File: src/rtl/alu_pkg.sv
// Shared definitions for the ALU sequencer: opcode map, FSM state encoding and default sizes.
package alu_pkg;

    localparam int WORD_SIZE_DFLT   = 32;
    localparam int OPCODE_W_DFLT    = 5;
    localparam int MULDIV_WAIT_DFLT = 2;

    localparam int OP_NOP = 0;
    localparam int OP_ADD = 1;
    localparam int OP_SUB = 2;
    localparam int OP_MUL = 3;
    localparam int OP_DIV = 4;
    localparam int OP_SHR = 5;
    localparam int OP_SHL = 6;
    localparam int OP_ROR = 7;
    localparam int OP_ROL = 8;
    localparam int OP_AND = 9;
    localparam int OP_OR  = 10;
    localparam int OP_XOR = 11;
    localparam int OP_NOR = 12;
    localparam int OP_SLT = 13;
    localparam int OP_NEG = 14;
    localparam int OP_NOT = 15;
    localparam int OP_MAX = 15;

    typedef enum logic [1:0] {
        ST_IDLE = 2'd0,
        ST_LOAD = 2'd1,
        ST_EXEC = 2'd2,
        ST_RESP = 2'd3
    } state_e;

endpackage

File: src/rtl/alu_seq_ctrl.sv
// Request/response sequencer in front of a registered ALU: issue, hold, capture, return.
// Optional divide-by-zero short-circuit enabled by defining ALU_SEQ_DIVZERO_CHK_EN.
module alu_seq_ctrl
    import alu_pkg::*;
#(
    parameter int WORD_SIZE   = WORD_SIZE_DFLT,
    parameter int OPCODE_W    = OPCODE_W_DFLT,
    parameter int MULDIV_WAIT = MULDIV_WAIT_DFLT
) (
    input  logic                   clk,
    input  logic                   clr,
    input  logic                   req_valid,
    output logic                   req_ready,
    input  logic [OPCODE_W-1:0]    req_opcode,
    input  logic [WORD_SIZE-1:0]   req_a,
    input  logic [WORD_SIZE-1:0]   req_b,
    output logic [WORD_SIZE-1:0]   alu_y,
    output logic [WORD_SIZE-1:0]   alu_b,
    output logic [OPCODE_W-1:0]    alu_opcode,
    input  logic [2*WORD_SIZE-1:0] alu_c,
    output logic                   rsp_valid,
    input  logic                   rsp_ready,
    output logic [WORD_SIZE-1:0]   rsp_lo,
    output logic [WORD_SIZE-1:0]   rsp_hi,
    output logic                   rsp_err,
    output logic                   busy
);

    localparam int CNT_W = (MULDIV_WAIT < 1) ? 1 : $clog2(MULDIV_WAIT + 1);

    state_e              state, state_nxt;
    logic [OPCODE_W-1:0] op_q;
    logic [CNT_W-1:0]    cnt;
    logic                accept;
    logic                req_legal;
    logic                req_divz;
    logic                issue;
    logic                op_muldiv;
    logic                exec_done;

    assign accept    = req_valid && req_ready;
    assign req_legal = (req_opcode != '0) && (req_opcode <= OPCODE_W'(OP_MAX));

`ifdef ALU_SEQ_DIVZERO_CHK_EN
    assign req_divz  = (req_opcode == OPCODE_W'(OP_DIV)) && (req_b == '0);
`else
    assign req_divz  = 1'b0;
`endif

    // Anything not issued to the ALU is answered directly with an error response.
    assign issue     = req_legal && !req_divz;
    assign op_muldiv = (op_q == OPCODE_W'(OP_MUL)) || (op_q == OPCODE_W'(OP_DIV));
    assign exec_done = (state == ST_EXEC) && (cnt == '0);

    assign req_ready  = (state == ST_IDLE) && clr;
    assign rsp_valid  = (state == ST_RESP);
    assign busy       = (state != ST_IDLE);
    assign alu_opcode = ((state == ST_LOAD) || (state == ST_EXEC)) ? op_q : '0;

    // NOTE: sequential state uses non-blocking (<=) so every flop samples pre-edge values.
    always_ff @(posedge clk or negedge clr) begin
        if (!clr) begin
            state <= ST_IDLE;
        end else begin
            state <= state_nxt;
        end
    end

    // NOTE: default assigned first so no path through the case leaves state_nxt unassigned (no latch).
    always_comb begin
        state_nxt = state;
        case (state)
            ST_IDLE: if (accept) state_nxt = issue ? ST_LOAD : ST_RESP;
            ST_LOAD: state_nxt = ST_EXEC;
            ST_EXEC: if (cnt == '0) state_nxt = ST_RESP;
            ST_RESP: if (rsp_ready) state_nxt = ST_IDLE;
            default: state_nxt = ST_IDLE;
        endcase
    end

    // ALU operand registers only load on issue, so they never toggle for rejected requests.
    always_ff @(posedge clk or negedge clr) begin
        if (!clr) begin
            op_q    <= '0;
            alu_y   <= '0;
            alu_b   <= '0;
            cnt     <= '0;
            rsp_lo  <= '0;
            rsp_hi  <= '0;
            rsp_err <= 1'b0;
        end else begin
            if (accept) begin
                op_q <= req_opcode;
                if (issue) begin
                    alu_y <= req_a;
                    alu_b <= req_b;
                end else begin
                    rsp_lo  <= '0;
                    rsp_hi  <= '0;
                    rsp_err <= 1'b1;
                end
            end

            if (state == ST_LOAD) begin
                cnt <= op_muldiv ? CNT_W'(MULDIV_WAIT) : '0;
            end else if ((state == ST_EXEC) && (cnt != '0)) begin
                cnt <= cnt - 1'b1;
            end

            if (exec_done) begin
                rsp_lo  <= alu_c[WORD_SIZE-1:0];
                rsp_hi  <= alu_c[2*WORD_SIZE-1:WORD_SIZE];
                rsp_err <= 1'b0;
            end
        end
    end

endmodule

File: config.mk
export PLATFORM = sky130hd
export DESIGN_NAME = alu_seq_ctrl
export DESIGN_NICKNAME = d
export VERILOG_FILES = /design/src/rtl/alu_pkg.sv /design/src/rtl/alu_seq_ctrl.sv
export SDC_FILE = /design/constraint.sdc
export NUM_CORES = 1
export LEC_CHECK = 0
export CAP_MARGIN = 10
export CORE_MARGIN = 4
export CORE_UTILIZATION = 40
export CTS_CLUSTER_SIZE = 14
export DETAILED_ROUTE_END_ITERATION = 16
export PLACE_DENSITY_LB_ADDON = 0.05
export SETUP_SLACK_MARGIN = 0.4
export SLEW_MARGIN = 25
export SYNTH_ARGS = -nofsm -noshare
export SYNTH_HDL_FRONTEND = slang
export SYNTH_SLANG_ARGS = --single-unit
File: constraint.sdc
create_clock -name clk -period 2.8 [get_ports clk]
set_input_delay 0.84 -clock clk [delete_from_list [all_inputs] [get_ports clk]]
set_output_delay 0.84 -clock clk [all_outputs]
set_load 0.01 [all_outputs]
* Yosys cells after proc, flatten, opt, wreduce, memory -nomap -nowiden
Cells that the tools add are included.
Word-level totals: bits in registers 138, bits in latches 0, bits in writable memories 0, memory bits (read-only) 0, input bits 137, output and inout bits 137, logic and storage cells 52, memories 0
Operators by class: add/subtract/negate cells 1, $mul 0, div/mod/pow operators 0, order comparisons 1, eq/ne operators 9, shift-type cells 0, mux-type cells 16, bitwise logic cells 0, reduce and logical (&&, ||, !) cells 17
Operators with widths (number):
- 32-bit 2-to-1 mux | 4
- 2-bit 2-to-1 mux | 7
- 2-bit one-hot mux with 4 select lines | 1
- 2-bit nonzero test | 4
- 5-bit by 2-bit equality test with 1-bit output, second input constant | 1
- 5-bit by 3-bit equality test with 1-bit output, second input constant | 1
- 5-bit by 4-bit <= comparator with 1-bit output, second input constant | 1
- 1-bit logical AND | 5
- 5-bit 2-to-1 mux | 1
- 5-bit nonzero test | 1
- 2-bit equality test, second input constant | 2
- 2-bit logical NOT | 2
- 2-bit by 1-bit inequality test with 1-bit output, second input constant | 2
- 2-bit inequality test, second input constant | 2
- 2-bit AND reduction | 2
- 1-bit 2-to-1 mux | 3
- 3-bit AND reduction | 1
- 2-bit by 1-bit equality test with 1-bit output, second input constant | 1
- 1-bit logical OR | 2
- 2-bit by 1-bit subtractor with 2-bit output, second input constant | 1

* Logic depth before layout (Yosys ltp)
depth after elaboration 5, gate-level depth with buffers 7

* Worst setup path after synthesis
OpenSTA, ideal clock, no wires.
kind input-to-reg, from in req_opcode[1], to reg alu_b[0], library setup time 0.125 ns, arrival time 2.122 ns, required time 2.675 ns, path slack 0.553 ns, stages 5, buffers on the path 2, cells stage by stage or4_4 > nor3b_2 > buf_6 > buf_12 > mux2_4
Between the ends: word-level cells in the longest chain between the ends 3, elaborated cells between the ends (all ways) 4, those cells by class order compare: 1; reduce/logical: 3
Ends and longest elaborated chain:
- start: declaration | line alu_seq_ctrl.sv:14 | input logic [OPCODE_W-1:0] req_opcode,
- 5-bit by 4-bit <= comparator with 1-bit output / 5-bit nonzero test (equally long branches) | line alu_seq_ctrl.sv:42 | assign req_legal = (req_opcode != '0) && (req_opcode <= OPCODE_W'(OP_MAX));
- 1-bit logical AND (*) | line alu_seq_ctrl.sv:42
- 2-bit AND reduction (no source line) (*)
- end signal: assignment | line alu_seq_ctrl.sv:96 | alu_b <= req_b;
- end: declaration | line alu_seq_ctrl.sv:18 | output logic [WORD_SIZE-1:0] alu_b,
Every way passes the cells marked *; elsewhere a longest branch is shown, timed or not. A chain may end at the register's enable or synchronous reset.

* Worst setup path after layout
from reg state[0], to out alu_opcode[4]
Between the ends: word-level cells in the longest chain between the ends 3, elaborated cells between the ends (all ways) 4, those cells by class eq/ne: 2; mux: 1; reduce/logical: 1
Ends and longest elaborated chain:
- start: declaration | line alu_seq_ctrl.sv:31 | state_e state, state_nxt;
- start signal: assignment | line alu_seq_ctrl.sv:65 | state <= state_nxt;
- 2-bit by 1-bit equality test with 1-bit output / 2-bit equality test (equally long branches) | line alu_seq_ctrl.sv:58 | assign alu_opcode = ((state == ST_LOAD) || (state == ST_EXEC)) ? op_q : '0;
- 1-bit logical OR (*) | line alu_seq_ctrl.sv:58
- 5-bit 2-to-1 mux (*) | line alu_seq_ctrl.sv:58
- end: declaration | line alu_seq_ctrl.sv:19 | output logic [OPCODE_W-1:0] alu_opcode,
Marks and branches as above.

==> metrics.txt <==
outcome finished, final reports clean; Port-buffer cells 273; Post-synth EDFFs 0; Max Fclk 0.430 GHz; VDD IR max 0.602 mV; post-synthesis sequential area ratio around three fifths; cell taking the most area after synthesis dfrtp_1; Post-synth ARST share 100%; Synth-to-Final Area Change 62.4%; RR Startpoint state[0]; CTS tree done; first-pass GRT wire length 26300 µm; TritonRoute pass-1 iters 4; total CTS buffers 17; Max Cap Violations 0; Synth Cell Area 0.00578 mm²; Power, Total 10.6 mW; Syn Area/Cell 12.3 µm²; final setup vio count 0; Leak 4.08 nW; # H-tree levels 4; Hold Buf Count CTS 0; RSZ-0062 raised after global routing yes; placed cell areas just under 0.009 mm²; Rel. slew slack 41.2%; crit-path max FO 6; hold_ws 0.490 ns; clock sinks 138; Final Cell Area 0.00938 mm²; root buffer cell clkbuf_16; io pins 274; initial core utilization 41.3%; Pwr Density 1130 mW/mm²; Detail Placement HPWL about 13000 µm; Final ANT Viol Nets 0; critical path endpoint category output pin; routability cong. 0.807; Yosys warnings 0; Yosys cell types 27; gr ovfl total 0; Worst-path clk slew 0.06 ns; Startpoint Class flip-flop; post-layout net count 900; Critical Path Start state[0]; most used flip-flop cell after synthesis dfrtp_1; die area ~0.016 mm²; Synth top area share 59.8%; Max Root-Sink Buffers 2; worst path required time 1.96 ns; vias in the first global route about 4800; Initial DRC Count between 150 and 200; ANT cells 0; Final Cycle Share 83.0%; post-synth net total 614; DIE HEIGHT 128 µm; Worst Max-Slew Pin Slew 0.882 ns; Post-route DRC 0; Final Routed Wirelength between 15000 and 20000 µm; arrival time of the worst setup path roughly 1.5 ns; WL per Instance approximately 18 µm; final setup TNS 0 ns; Total GRT Usage 20.8%; via count 4559; width of the die 128 µm; Hold Path Class in -> async; row count 43; CP Class reg -> out; final setup margin 0.475 ns; initial antenna violation count 0; Post-Syn Instances 471; pins over their slew limit 0; worst skew pair latency 0.42 ns; Final Critical Period 2.32 ns; CORE AREA between 0.01 and 0.015 mm²; vias per cell approximately 4.8; top cells by area, synth dfrtp_1, mux2_4, nand2_1; commonest non-fill, non-tap cell in the layout clkdlybuf4s50_1; FF+latch count, synth about 140; fraction of layout cells with a size suffix above 1 17.3%; most frequent cells in the layout clkdlybuf4s50_1, dfrtp_1, nand2_1; final hold viol count 0; worst slack, placed about 0.014 ns; Worst Skew 0.00982 ns; pin count of the biggest net entering global routing 70
-- worst max-delay path, stage by stage (launching register included) --
cell and delay (ns):
dfrtp_1 0.39, inv_2 0.09, ha_4 0.22, and2_1 0.13
clkdlybuf4s15_1 0.24
-- area by class of cell --
class                   count  area (µm²)
clock buffers              20         457
repair buffers            295        2980
inverters                   7        26.3
flip-flops and latches    138        3450
well taps                 180         225
fillers                  1087        4610
clock inverters            12         124
multi-input cells         298        2110
-- report_power, final --
part           switching, mW  internal (mW)
logic                   2.00           2.88
registers              0.556           2.98
clock network          0.833           1.35
total                   3.39           7.21
-- flip-flops by register name, summed over array words and instances (netlist names) --
name	cells
alu_b	32
alu_y	32
rsp_hi	32
rsp_lo	32
cnt	2
state	2
rsp_err	1
op_q	5
-- per-stage QoR --
step / utilization, % / std cells
floorplan: - / 471
global placement: 62.4 / 912
detailed placement: 62.4 / 912
CTS: 66.8 / 948
global route: 67.1 / 950
finish: 67.1 / 950
-- path summary, 6_finish.rpt --
path | endpoint | slack [ns] | cells after the start
worst max-delay path | alu_opcode[4] | 0.48 | 4
worst max register to register | rsp_hi[15] | 0.69 | 8
max in group asynchronous | alu_y[3] | 1.07 | 3
worst min-delay path | alu_b[4] | 0.49 | 2
worst min register to register | rsp_err | 0.50 | 1
min in group clk | rsp_err | 0.50 | 1
-- kinds of logic (layout without fill, tap and decap cells) --
kind of cell / after synthesis / in the layout / synth area share [%]
simple gates: 149 / 149 / 10.5
flops: 138 / 138 / 59.8
compound gates: 71 / 71 / 6.30
mux: 71 / 71 / 17.7
buf+inv: 35 / 334 / 4.22
fa+ha+maj: 6 / 6 / 1.30
xor+xnor: 1 / 1 / 0.152
-- metal layers --
layer | vias up | global-route usage (%) | part of all wire [%]
met3 | 17 | 9.54 | 8.7
met5 | - | 0 | 0
met2 | 185 | 34.1 | 49
met1 | 2229 | 24.6 | 41
li1 | 2128 | - | -
met4 | 0 | 5.93 | 1.7
-- Yosys cell counts (all sizes together), types with 2 or more instances --
cell	count
a21oi	2
and2	7
buf	10
clkbuf	18
dfrtp	138
ha	6
inv	7
mux2	70
nand2	132
nor2	4
nor2b	2
nor3b	2
o21ai	65
-- repair_timing --
| action | in CTS | in global routing |
|---|---|---|
| endpoints found under the hold margin | 0 | 0 |
| resized for setup | 11 | 5 |
| pin swaps | 0 | 1 |
| endpoints found under the setup margin | 8 | 6 |
| setup buffers | 4 | 2 |
No activity file was read; power rests on OpenSTA's default activity.
